**src/rtl/sc_xbar_pkg.sv**
```systemverilog
// Shared definitions for the crossbar slice: arbiter FSM encodings, bus widths,
// the timeout error pattern and a small index-wrap helper.
package sc_xbar_pkg;

  localparam int SC_DATA_W = 32;
  localparam int SC_ADDR_W = 32;

  localparam logic [SC_DATA_W-1:0] SC_TIMEOUT_PATTERN = 32'hDEADBEEF;

  typedef enum logic [1:0] {
    ST_IDLE  = 2'b00,
    ST_BUSY  = 2'b01,
    ST_DRAIN = 2'b10
  } sc_arb_state_e;

  // Wraps an index that can exceed the range by less than one full lap.
  function automatic int sc_wrap(input int idx, input int n);
    return (idx >= n) ? (idx - n) : idx;
  endfunction

endpackage

```
**src/rtl/sc_rr_pick.sv**
```systemverilog
// Round-robin winner search: ascends from the pointer with wrap, returning a
// one-hot winner and a valid flag.
module sc_rr_pick
  import sc_xbar_pkg::*;
#(
  parameter int N_MASTERS = 4,
  parameter int PTR_W     = 2
) (
  input  logic [N_MASTERS-1:0] i_req,
  input  logic [PTR_W-1:0]     i_ptr,
  output logic [N_MASTERS-1:0] o_gnt,
  output logic                 o_valid
);

  logic [N_MASTERS-1:0] w_gnt;
  logic                 w_found;

  // First requester at or after the pointer wins.
  always_comb begin
    w_gnt   = '0;
    w_found = 1'b0;
    for (int i = 0; i < N_MASTERS; i++) begin
      if (!w_found && i_req[sc_wrap(int'(i_ptr) + i, N_MASTERS)]) begin
        w_gnt[sc_wrap(int'(i_ptr) + i, N_MASTERS)] = 1'b1;
        w_found = 1'b1;
      end else begin
        w_found = w_found;
      end
    end
  end

  assign o_gnt   = w_gnt;
  assign o_valid = w_found;

endmodule

```
**src/rtl/sc_rr_arbiter.sv**
```systemverilog
// Round-robin arbiter sharing one slave port among N_MASTERS masters.
// Optional slave-ack timeout is enabled by defining SC_ARB_TIMEOUT_EN.
module sc_rr_arbiter
  import sc_xbar_pkg::*;
#(
  parameter int N_MASTERS = 4,
  parameter int TIMEOUT   = 255
) (
  input  logic                           i_clk,
  input  logic                           i_resetb,
  input  logic [N_MASTERS-1:0]           i_m_req,
  input  logic [SC_ADDR_W*N_MASTERS-1:0] i_m_addr,
  input  logic [N_MASTERS-1:0]           i_m_cmd,
  input  logic [SC_DATA_W*N_MASTERS-1:0] i_m_wdata,
  output logic [N_MASTERS-1:0]           o_m_ack,
  output logic [N_MASTERS-1:0]           o_m_err,
  output logic [SC_DATA_W-1:0]           o_m_rdata,
  output logic                           o_s_req,
  output logic [SC_ADDR_W-1:0]           o_s_addr,
  output logic                           o_s_cmd,
  output logic [SC_DATA_W-1:0]           o_s_wdata,
  input  logic                           i_s_ack,
  input  logic [SC_DATA_W-1:0]           i_s_rdata,
  output logic [N_MASTERS-1:0]           o_grant
);

  localparam int PW = $clog2(N_MASTERS);

  sc_arb_state_e r_state, w_state_nxt;

  logic [PW-1:0]        r_ptr, w_ptr_nxt, w_ptr_adv, w_gidx;
  logic [N_MASTERS-1:0] w_pick_gnt;
  logic                 w_pick_vld;
  logic [SC_ADDR_W-1:0] w_sel_addr;
  logic [SC_DATA_W-1:0] w_sel_wdata;
  logic                 w_sel_cmd;
  logic                 w_timeout;

  logic                 r_s_req,   w_s_req_nxt;
  logic [SC_ADDR_W-1:0] r_s_addr,  w_s_addr_nxt;
  logic                 r_s_cmd,   w_s_cmd_nxt;
  logic [SC_DATA_W-1:0] r_s_wdata, w_s_wdata_nxt;
  logic [N_MASTERS-1:0] r_m_ack,   w_m_ack_nxt;
  logic [SC_DATA_W-1:0] r_m_rdata, w_m_rdata_nxt;
  logic [N_MASTERS-1:0] r_grant,   w_grant_nxt;

  sc_rr_pick #(
    .N_MASTERS(N_MASTERS),
    .PTR_W    (PW)
  ) u_pick (
    .i_req  (i_m_req),
    .i_ptr  (r_ptr),
    .o_gnt  (w_pick_gnt),
    .o_valid(w_pick_vld)
  );

  // One-hot AND-OR mux of the winning master's request fields.
  always_comb begin
    w_sel_addr  = '0;
    w_sel_wdata = '0;
    w_sel_cmd   = 1'b0;
    w_gidx      = '0;
    for (int k = 0; k < N_MASTERS; k++) begin
      w_sel_addr  = w_sel_addr  | ({SC_ADDR_W{w_pick_gnt[k]}} & i_m_addr[k*SC_ADDR_W +: SC_ADDR_W]);
      w_sel_wdata = w_sel_wdata | ({SC_DATA_W{w_pick_gnt[k]}} & i_m_wdata[k*SC_DATA_W +: SC_DATA_W]);
      w_sel_cmd   = w_sel_cmd   | (w_pick_gnt[k] & i_m_cmd[k]);
      w_gidx      = w_gidx      | ({PW{w_pick_gnt[k]}} & PW'(k));
    end
  end

  assign w_ptr_adv = (w_gidx == PW'(N_MASTERS - 1)) ? '0 : (w_gidx + 1'b1);

  // State register.
  always_ff @(posedge i_clk or negedge i_resetb) begin
    if (!i_resetb) begin
      r_state <= ST_IDLE;
    end else begin
      r_state <= w_state_nxt;
    end
  end

  // Next-state logic.
  always_comb begin
    w_state_nxt = r_state;
    case (r_state)
      ST_IDLE: begin
        if (w_pick_vld) w_state_nxt = ST_BUSY;
        else            w_state_nxt = ST_IDLE;
      end
      ST_BUSY: begin
        if (i_s_ack || w_timeout) w_state_nxt = ST_DRAIN;
        else                      w_state_nxt = ST_BUSY;
      end
      ST_DRAIN: begin
        if (!i_s_ack) w_state_nxt = ST_IDLE;
        else          w_state_nxt = ST_DRAIN;
      end
      default: w_state_nxt = ST_IDLE;
    endcase
  end

  // Next values of the registered outputs; o_m_ack defaults low so it pulses once.
  always_comb begin
    w_s_req_nxt   = r_s_req;
    w_s_addr_nxt  = r_s_addr;
    w_s_cmd_nxt   = r_s_cmd;
    w_s_wdata_nxt = r_s_wdata;
    w_m_ack_nxt   = '0;
    w_m_rdata_nxt = r_m_rdata;
    w_grant_nxt   = r_grant;
    w_ptr_nxt     = r_ptr;
    case (r_state)
      ST_IDLE: begin
        if (w_pick_vld) begin
          w_s_req_nxt   = 1'b1;
          w_s_addr_nxt  = w_sel_addr;
          w_s_cmd_nxt   = w_sel_cmd;
          w_s_wdata_nxt = w_sel_wdata;
          w_grant_nxt   = w_pick_gnt;
          w_ptr_nxt     = w_ptr_adv;
        end else begin
          w_s_req_nxt = 1'b0;
          w_grant_nxt = '0;
        end
      end
      ST_BUSY: begin
        if (i_s_ack) begin
          w_s_req_nxt = 1'b0;
          w_m_ack_nxt = r_grant;
          if (!r_s_cmd) w_m_rdata_nxt = i_s_rdata;
          else          w_m_rdata_nxt = r_m_rdata;
        end else if (w_timeout) begin
          w_s_req_nxt   = 1'b0;
          w_m_ack_nxt   = r_grant;
          w_m_rdata_nxt = SC_TIMEOUT_PATTERN;
        end else begin
          w_s_req_nxt = 1'b1;
        end
      end
      ST_DRAIN: begin
        w_s_req_nxt = 1'b0;
        if (!i_s_ack) w_grant_nxt = '0;
        else          w_grant_nxt = r_grant;
      end
      default: begin
        w_s_req_nxt = 1'b0;
        w_grant_nxt = '0;
      end
    endcase
  end

  // Output and pointer registers.
  always_ff @(posedge i_clk or negedge i_resetb) begin
    if (!i_resetb) begin
      r_s_req   <= 1'b0;
      r_s_addr  <= '0;
      r_s_cmd   <= 1'b0;
      r_s_wdata <= '0;
      r_m_ack   <= '0;
      r_m_rdata <= '0;
      r_grant   <= '0;
      r_ptr     <= '0;
    end else begin
      r_s_req   <= w_s_req_nxt;
      r_s_addr  <= w_s_addr_nxt;
      r_s_cmd   <= w_s_cmd_nxt;
      r_s_wdata <= w_s_wdata_nxt;
      r_m_ack   <= w_m_ack_nxt;
      r_m_rdata <= w_m_rdata_nxt;
      r_grant   <= w_grant_nxt;
      r_ptr     <= w_ptr_nxt;
    end
  end

`ifdef SC_ARB_TIMEOUT_EN
  localparam int CW_RAW = $clog2(TIMEOUT + 1);
  localparam int CW     = (CW_RAW > 8) ? CW_RAW : 8;

  logic [CW-1:0]        r_tmo_cnt;
  logic [N_MASTERS-1:0] r_m_err;

  // Counter is held at zero outside a transaction, so it starts from zero on BUSY entry.
  always_ff @(posedge i_clk or negedge i_resetb) begin
    if (!i_resetb) begin
      r_tmo_cnt <= '0;
    end else if (r_state == ST_BUSY) begin
      r_tmo_cnt <= r_tmo_cnt + 1'b1;
    end else begin
      r_tmo_cnt <= '0;
    end
  end

  assign w_timeout = (r_state == ST_BUSY) && !i_s_ack && (r_tmo_cnt == CW'(TIMEOUT - 1));

  // Error flag pulses alongside the timeout ack.
  always_ff @(posedge i_clk or negedge i_resetb) begin
    if (!i_resetb) begin
      r_m_err <= '0;
    end else if (w_timeout) begin
      r_m_err <= r_grant;
    end else begin
      r_m_err <= '0;
    end
  end

  assign o_m_err = r_m_err;
`else
  assign w_timeout = 1'b0;
  assign o_m_err   = '0;
`endif

  assign o_m_ack   = r_m_ack;
  assign o_m_rdata = r_m_rdata;
  assign o_s_req   = r_s_req;
  assign o_s_addr  = r_s_addr;
  assign o_s_cmd   = r_s_cmd;
  assign o_s_wdata = r_s_wdata;
  assign o_grant   = r_grant;

endmodule

```
**config.mk**
```make
export PLATFORM = sky130hd
export DESIGN_NAME = sc_rr_arbiter
export DESIGN_NICKNAME = d
export VERILOG_FILES = /design/src/rtl/sc_xbar_pkg.sv /design/src/rtl/sc_rr_pick.sv /design/src/rtl/sc_rr_arbiter.sv
export SDC_FILE = /design/constraint.sdc
export NUM_CORES = 1
export LEC_CHECK = 0
export BUFFER_PORTS_ARGS = -buffer_cell sky130_fd_sc_hd__clkbuf_2
export CAP_MARGIN = 20
export CORE_AREA = 2 2 157 159
export CTS_BUF_LIST = sky130_fd_sc_hd__clkbuf_16
export CTS_CLUSTER_DIAMETER = 200
export DETAILED_ROUTE_END_ITERATION = 7
export DIE_AREA = 0 0 159 161
export HOLD_SLACK_MARGIN = 0.06
export PLACE_DENSITY_LB_ADDON = 0.1
export SYNTH_ARGS = -nofsm -noshare
export SYNTH_HDL_FRONTEND = slang
export SYNTH_SLANG_ARGS = --single-unit
export TNS_END_PERCENT = 100
```
**constraint.sdc**
```tcl
create_clock -name i_clk -period 2.3 [get_ports i_clk]
set_input_delay 0.23 -clock i_clk [delete_from_list [all_inputs] [get_ports i_clk]]
set_output_delay 0.23 -clock i_clk [all_outputs]
set_load 0.01 [all_outputs]
```
Word level (Yosys, flattened, before mapping)
Cells that the tools add are included.

Word-level logic and storage cells: 116. Register bits after elaboration: 110. Output and inout port bits: 110.

Reductions and logical operators: 13. Order comparisons: 12. Bitwise gates (word level): 27. Equal/unequal tests: 3. Mux-type cells: 44. $add $sub $neg: 8.

Operators with widths (number): 32-bit AND (8); 32-bit bitwise OR (6); 32-bit by 1-bit >= comparator with 1-bit output (second input constant) (4); 32-bit by 4-bit less-than comparator with 1-bit output (second input constant) (4); 32-bit 2-to-1 mux (4); 32-bit by 4-bit >= comparator with 1-bit output (second input constant) (3); 32-bit by 4-bit subtractor with 32-bit output (second input constant) (3); 4-bit 2-to-1 mux (7); 1-bit 2-to-1 mux (19); 4-bit bitwise OR (3); 4-bit one-hot mux with 3 select lines (1); 1-bit binary-select mux with 2-bit select (4); 1-bit demux with 2-bit select (4); 1-bit logical AND (7); 2-bit by 2-bit adder with 3-bit output (second input constant) (2); 2-bit 2-to-1 mux (3); 2-bit one-hot mux with 3 select lines (1); 1-bit AND (4); 2-bit equality test (second input constant) (2); 2-bit by 3-bit subtractor with 4-bit output (second input constant) (1); 2-bit by 1-bit adder with 3-bit output (second input constant) (1); 2-bit by 3-bit >= comparator with 1-bit output (second input constant) (1); 1-bit zero test (3); 1-bit bitwise OR (3); other kinds (9) (9).

Depth between registers and ports, before layout
Gate-level depths: netlist of the first run.

Depth after elaboration: 19. Depth in mapped cells: 11. Mapped depth without buffers: 8.

By module
Synthesis of the first run repeated with hierarchy kept, for this count alone.

Cells, all modules: 549. Area total of the unflattened synthesis: 5796.8 um2.

By module, submodules not included: sc_rr_arbiter (times used 1, cells each 490, area each 5338.9 um2); sc_rr_pick (times used 1, cells each 59, area each 457.9 um2).

Worst setup path before layout of the first run
OpenSTA, ideal clock, no wires.

Path kind: flip-flop to flip-flop. Start: reg r_ptr[0]. End: reg r_s_wdata[31] (netlist: o_s_wdata[31]). Stages on the path, launching flop included: 12. Arrival: 2291 ps. Setup slack: -123 ps. Data required time: 2168 ps. Cell sequence: dfrtp_1 -> buf_2 -> inv_1 -> ha_1 -> mux4_2 -> a21oi_1 -> a211oi_1 -> a221o_1 -> buf_6 -> buf_6 -> a22oi_1 -> a21oi_1.

Longest elaborated chain between the ends: 19.

Ends and longest elaborated chain: start: declaration (RTL line sc_rr_arbiter.sv:31) `logic [PW-1:0] r_ptr, w_ptr_nxt, w_ptr_adv, w_gidx;`; start signal: assignment (RTL line sc_rr_arbiter.sv:171) `r_ptr <= w_ptr_nxt;`; parallel branches: the longest is 19 deep, another holds 32-bit by 4-bit subtractor with 32-bit output; end signal: assignment (RTL line sc_rr_arbiter.sv:167) `r_s_wdata <= w_s_wdata_nxt;`; end: declaration (RTL line sc_rr_arbiter.sv:42) `logic [SC_DATA_W-1:0] r_s_wdata, w_s_wdata_nxt;`.

Several ways; the timed one is not identified. The select of a mux whose other input is x is not followed. A chain may end at the register's enable or synchronous reset.

Worst setup path after layout of the first run
Start: reg r_ptr[1]. End: reg r_ptr[1].

Longest elaborated chain between the ends: 19.

Ends and longest elaborated chain: parallel branches: the longest is 19 deep, another holds 32-bit by 4-bit subtractor with 32-bit output.

Several ways; the timed one is not identified. The select of a mux whose other input is x is not followed.

==> results.json, run 1 <==
{
  "fin_crit_ps": 2350,
  "finalPower_w": 0.0160,
  "peakVddDrop_mv": 0.603,
  "layout-drive-gt1-share": 0.533,
  "power.internal_w": 0.00863,
  "p_sw_w": 0.00732,
  "ys_warn_count": 0,
  "clkTransAtPathRegs_ps": 90,
  "p_leak_nw": 4.76,
  "synth_commonest_cells": "195 x a22oi_1, 110 x dfrtp_1, 69 x a21oi_1",
  "synth.avg_cell_area_sq_um": 9.49,
  "finalInstanceArea_sq_um": 11000,
  "drc": 0,
  "antenna_cells": 0,
  "cts_tree": "yes",
  "synth_edf_count": 0,
  "initial_core_util": 0.302,
  "insertion_delay_ps": 360,
  "async_reset_ff_frac": 1.00,
  "via_per_inst": 5.72,
  "seq_area_frac_synth": 0.381,
  "syn_inst": 761,
  "worst_clock_skew_ps": 15.9,
  "slew_violations": 0,
  "criticalPathCategory": "flip-flop to flip-flop",
  "netlist.area_leader.share": 0.381,
  "dp_hpwl_um": 22000,
  "crit_path_cell_trace": "inv_2 -> ha_4 -> mux4_2 -> a21oi_2 -> a211oi_1 -> a221o_4 -> buf_4 -> xor2_1 -> o31ai_2",
  "antenna_found_initial": 0,
  "port_buffers": 404,
  "synthToLayoutAreaGrowth_pct": 52.0,
  "start_kind": "flip-flop",
  "grtUsageTotal": 0.228,
  "synth_cell_types": 40,
  "die_w_um": 159,
  "htreeDepth": 3,
  "post_dp_cell_area_sq_um": 10200,
  "hold_viol_final": 0,
  "drt_iter0_drc": 662,
  "core_area_sq_um": 24000,
  "crit_arrival_ps": 2620,
  "yosysTopAreaCell": "dfrtp_1",
  "power.share.switching": 0.459,
  "cts_buffer_depth": 2,
  "status": "finished, violations left",
  "slowest_delay_ps": 430,
  "syn_area_sq_um": 7230,
  "yosysMostFrequentCell": "a22oi_1",
  "setup_tns_ps": -1300,
  "ys_ff_latch": 110,
  "setup_viol": 59,
  "power.share.sequential": 0.216,
  "grt_max_degree": 68,
  "vias": 8527,
  "required_ps": 2570,
  "num-nets-final": 1466,
  "hold_path_class": "input pin to flip-flop",
  "cts_made_buffers": 9,
  "slowest_stage": "dfrtp_1",
  "grt_pass1_wl_um": 47100,
  "postRouteAntennaNets": 0,
  "pre_cts_ws_ps": -68.7,
  "p_comb_frac": 0.680,
  "cap_violations": 0,
  "cp-end-kind": "flip-flop",
  "rsz0062_at_grt": "true",
  "setup_ws_ps": -51.7,
  "dieArea_sq_um": 25600,
  "powerDensity_nw_per_um2": 1450,
  "cp_max_fo": 8,
  "drt-total-wl_um": 30400,
  "post-route-util": 0.458,
  "die_h_um": 161,
  "cts_root_buf": "clkbuf_16",
  "grt_pass1_vias": 8324,
  "period_share": 1.02,
  "first_pass_iters": 5,
  "fmax_mhz": 425,
  "placementRows": 57,
  "cts_num_sinks": 110,
  "ys.flop_type": "dfrtp_1",
  "gr-total-overflow": 0,
  "violations": "negative setup slack",
  "p_clk_frac": 0.104,
  "wire_per_inst_um": 20.4,
  "place_congestion": 0.795,
  "pin_count": 409,
  "synthTopCellsByArea": "dfrtp_1 38%, a22oi_1 20%, a221oi_1 8.1%"
}
## state kept, by name, indices dropped and copies added, names as in the netlist
| register | flops |
|---|---|
| o_m_ack | 4 |
| o_s_req | 1 |
| o_m_rdata | 32 |
| o_s_addr | 32 |
| r_state | 2 |
| o_s_cmd | 1 |
| r_ptr | 2 |
| o_grant | 4 |
| o_s_wdata | 32 |
## power by group through the flow
stage          Sequential [W]  Clock [W]  Combinational (W)
3_3_place_gp          0.00346          0             0.0100
4_1_cts               0.00345    0.00172             0.0105
6_report              0.00344    0.00166             0.0108
3_5_place_dp          0.00348          0             0.0101
5_1_grt               0.00356    0.00179             0.0118
2_1_floorplan         0.00385          0            0.00572
## logic make-up (layout without fill, tap and decap cells)
| family | after synthesis | count (layout) | synth area share |
|---|---|---|---|
| AOI/OAI and AO/OA | 412 | 412 | 0.429 |
| xor gates and xnor gates | 1 | 1 | 0.00121 |
| adders and majority gates | 4 | 4 | 0.00693 |
| buffers and inverters | 101 | 505 | 0.0644 |
| DFF | 110 | 110 | 0.381 |
| muxes | 38 | 38 | 0.0618 |
| other | 1 | 4 | 0.000519 |
| and+or+nand+nor | 94 | 94 | 0.0556 |
## area by class of cell
| class | instances | area, sq um |
|---|---|---|
| fillers | 2408 | 13000 |
| multi-input cells | 553 | 4480 |
| repair buffers | 485 | 3020 |
| flip-flops and latches | 110 | 2750 |
| well taps | 324 | 405 |
| clock buffers | 9 | 225 |
| clock inverters | 7 | 86.3 |
| inverters | 4 | 15.0 |
## critical path, delay by kind of cell, from the launching register on
family                     cells  cell delay, ps
buffers and inverters          2             230
DFF                            1             430
adders and majority gates      1             260
muxes                          1             400
AOI/OAI and AO/OA              4             780
xor gates and xnor gates       1             160
## layer usage
metal	routed length (um)	vias up	part of all wire	track usage
met5	0	-	0	0
met4	843	0	0.028	0.0711
met3	2180	47	0.072	0.0465
met2	14600	390	0.48	0.377
met1	12800	4142	0.42	0.302
li1	-	3948	-	-
## path summary, 6_finish.rpt
check | startpoint | to | slack (ps) | cells past startpoint
setup / recovery | r_ptr[1] | r_ptr[1] | -50 | 9
hold / removal | i_s_rdata[26] | o_m_rdata[26] | 100 | 2
setup reg to reg | r_ptr[1] | r_ptr[1] | -50 | 9
hold reg to reg | o_m_rdata[15] | o_m_rdata[15] | 510 | 1
max in group asynchronous | i_resetb | o_s_addr[18] | 1180 | 3
min in group asynchronous | i_resetb | o_s_wdata[11] | 380 | 2
## repair_timing
action                                  CTS  global route
endpoints found under the setup margin   52            68
endpoints found under the hold margin    29             0
hold buffers                              1             0
setup buffers                             0             9
cloned                                    0             1
pin swaps                                 0            21
gates resized for setup                  36            26
## metrics by stage
stage | std cells | hold slack [ps]
floorplan | 764 | -65.6
global placement | 1465 | 225
detailed placement | 1465 | 224
CTS | 1482 | 83.2
global route | 1492 | 87.1
finish | 1492 | 97.0
## placed cells by master (no fill, tap or decap), drive strengths merged, types with 4 or more instances in the layout
cell and count:
a22oi 195, nand2 9, conb 4, buf 80
and3 4, a221oi 68, ha 4, o21ai 5
dfrtp 110, a21oi 69, inv 8, mux2 33
o221ai 65, nor2 68, clkbuf 413
Note: power is estimated with default switching activity, not from simulation.
==> run 2: changes to the inputs <==
--- a/config.mk
+++ b/config.mk
@@ -7,14 +7,15 @@
 export LEC_CHECK = 0
 export BUFFER_PORTS_ARGS = -buffer_cell sky130_fd_sc_hd__clkbuf_2
 export CAP_MARGIN = 20
-export CORE_AREA = 2 2 157 159
+export CORE_AREA = 2 2 160 162
 export CTS_BUF_LIST = sky130_fd_sc_hd__clkbuf_16
 export CTS_CLUSTER_DIAMETER = 200
 export DETAILED_ROUTE_END_ITERATION = 7
-export DIE_AREA = 0 0 159 161
+export DIE_AREA = 0 0 162 164
 export HOLD_SLACK_MARGIN = 0.06
 export PLACE_DENSITY_LB_ADDON = 0.1
 export SYNTH_ARGS = -nofsm -noshare
 export SYNTH_HDL_FRONTEND = slang
+export SYNTH_HIERARCHICAL = 1
 export SYNTH_SLANG_ARGS = --single-unit
 export TNS_END_PERCENT = 100
==> run 2 against run 1 <==
The run still ends with negative setup slack left. Highest routed layer unchanged. Cell area shrank 16%. Wire length shrank 14%. Maximum frequency shrank 4.8%. Register-to-register slack got worse by 120 ps. Utilization down 8.5 points. Non-clock buffer count decreased by 27. Largest cell class unchanged. First-iteration DRC count is 44% lower. Total power is 12% lower. Area after synthesis down 20%. Clock-buffer cell count is the same. Die area rose by 3.8%.
==> results.json, run 2 <==
{
  "status": "finished, violations left",
  "violations": "negative setup slack",
  "synth_edf_count": 0,
  "netlist.area_leader.share": 0.475,
  "criticalPathCategory": "flip-flop to flip-flop",
  "insertion_delay_ps": 360,
  "die_h_um": 164,
  "cts_buffer_depth": 2,
  "endpoint": "o_s_addr[8]",
  "dieArea_sq_um": 26600,
  "grt_max_degree": 131,
  "r2r_end": "o_s_addr[8]",
  "post-route-util": 0.373,
  "cts_root_buf": "clkbuf_16",
  "core_area_sq_um": 24800,
  "final_common_cell": "clkbuf_2",
  "fin_crit_ps": 2470,
  "postRouteAntennaNets": 0,
  "grtUsageTotal": 0.182,
  "drc": 0,
  "peakVddDrop_mv": 0.445,
  "r2r.worst_path.cells": 10,
  "drt-total-wl_um": 26000,
  "num-nets-final": 1270,
  "ys_ff_latch": 110,
  "ys_warn_count": 6,
  "port_buffers": 404,
  "slowest_stage": "a2111o_1",
  "rsz0062_at_grt": "true",
  "p_leak_nw": 4.45,
  "placementRows": 58,
  "layout-drive-gt1-share": 0.566,
  "grt_pass1_vias": 6115,
  "period_share": 1.07,
  "slew_violations": 0,
  "slowest_delay_ps": 410,
  "syn_area_sq_um": 5800,
  "fmax_mhz": 405,
  "die_w_um": 162,
  "seq_area_frac_synth": 0.475,
  "wire_per_inst_um": 20.0,
  "syn_inst": 549,
  "vias": 6205,
  "first_pass_iters": 5,
  "setup_tns_ps": -8810,
  "setup_viol": 68,
  "cap_violations": 0,
  "yosysMostFrequentCell": "a22oi_1",
  "final_cell_mix": "403 x clkbuf_2, 110 x dfrtp_1, 102 x a22oi_1, 71 x nor2_1, 66 x a31oi_1",
  "pin_count": 409,
  "start_kind": "flip-flop",
  "required_ps": 2580,
  "dp_hpwl_um": 19200,
  "cts_tree": "yes",
  "antenna_found_initial": 1,
  "hold_path_class": "input pin to flip-flop",
  "yosysTopAreaCell": "dfrtp_1",
  "crit_start": "r_ptr[0]",
  "via_per_inst": 4.78,
  "htreeDepth": 3,
  "synthTopCellsByArea": "dfrtp_1 47%, a22oi_1 17%, mux2_4 7.8%",
  "r2r_start": "r_ptr[0]",
  "crit_arrival_ps": 2750,
  "crit_path_cell_trace": "inv_2 -> ha_4 -> or3b_1 -> a2111o_1 -> nand3_4 -> o2bb2ai_4 -> buf_4 -> buf_12 -> a22oi_1 -> a31oi_1",
  "grt_pass1_wl_um": 36700,
  "place_inst": 1271,
  "clkTransAtPathRegs_ps": 80,
  "initial_core_util": 0.234,
  "pre_cts_ws_ps": -219,
  "slew_headroom": 0.564,
  "synthToLayoutAreaGrowth_pct": 59.7,
  "rrSetupSlack_ps": -170,
  "worst_clock_skew_ps": 10.3,
  "synth.avg_cell_area_sq_um": 10.6,
  "setup_ws_ps": -171,
  "drt_iter0_drc": 371,
  "cts_made_buffers": 9,
  "place_congestion": 0.815,
  "hold_viol_final": 0,
  "async_reset_ff_frac": 1.00,
  "cp_max_fo": 16,
  "synth_cell_types": 38,
  "synth_commonest_cells": "130 x a22oi_1, 110 x dfrtp_1, 71 x nor2_1",
  "finalPower_w": 0.0140,
  "ys.flop_type": "dfrtp_1",
  "powerDensity_nw_per_um2": 1510,
  "fin_cells": 1299,
  "gr-total-overflow": 0,
  "cts_num_sinks": 110,
  "cp-end-kind": "flip-flop",
  "tightest_slew_ps": 654
}
==> run 2: cell type report <==
type | count | area, sq um
Clock buffer | 9 | 225
Inverter | 2 | 10.0
Timing Repair Buffer | 458 | 2740
Fill cell | 2535 | 15600
Tap cell | 330 | 413
Antenna cell | 1 | 2.50
Sequential cell | 110 | 2750
Multi-Input combinational cell | 382 | 3030
Clock inverter | 7 | 88.8
==> run 2: per-layer routing <==
layer	GRT usage	routed length, um	vias up
met5	0	0	-
met4	0.0676	760	0
met3	0.0402	1580	39
met2	0.315	13100	254
met1	0.223	10600	2969
li1	-	-	2943
==> run 2: worst min-delay path by stage <==
| stage | from | end | slack (ps) | depth (start not counted) |
|---|---|---|---|---|
| after global placement | i_resetb | o_s_addr[16] | 170 | 1 |
| after detailed placement | i_resetb | o_s_addr[16] | 170 | 1 |
| final | i_s_rdata[17] | o_m_rdata[17] | 100 | 2 |
| after floorplan | i_resetb | o_grant[0] | -70 | 0 |
| after global routing | i_s_rdata[1] | o_m_rdata[1] | 80 | 2 |
| after CTS | i_s_rdata[31] | o_m_rdata[31] | 70 | 2 |
==> run 2: cell families (layout without fill, tap and decap cells) <==
group / Yosys count / in the layout / share of synthesized area
compound gates: 225 / 225 / 0.276
flops: 110 / 110 / 0.475
simple gates: 103 / 103 / 0.0801
buf+inv: 60 / 476 / 0.0522
mux: 41 / 41 / 0.0976
fa+ha+maj: 8 / 8 / 0.0173
other cells: 1 / 5 / 0.000647
xor+xnor: 1 / 1 / 0.00151
==> run 2: what timing repair did <==
item | CTS | global route
pin swaps | 6 | 30
setup endpoints to repair | 71 | 71
cloned | 2 | 4
hold buffers | 1 | 0
endpoints found under the hold margin | 21 | 0
setup buffers | 2 | 2
resized for setup | 8 | 32
==> run 2: stage by stage <==
stage	hold slack, ps	area [sq um]
6_report	95.5	9260
5_1_grt	78.2	9260
4_1_cts	73.1	8980
3_5_place_dp	173	8530
3_3_place_gp	171	8530
2_1_floorplan	-65.6	5960
==> run 2: worst max-delay path, delay by kind of cell, from the launching register on <==
kind,cells,cell delay (ps)
buffers and inverters,3,390
DFF,1,400
and+or+nand+nor,2,500
adders and majority gates,1,220
AOI/OAI and AO/OA,4,890
==> run 2: power breakdown <==
part	internal [W]	switching [W]
sequential	0.00284	0.000501
clock	0.000872	0.000808
combinational	0.00423	0.00477
total	0.00794	0.00608
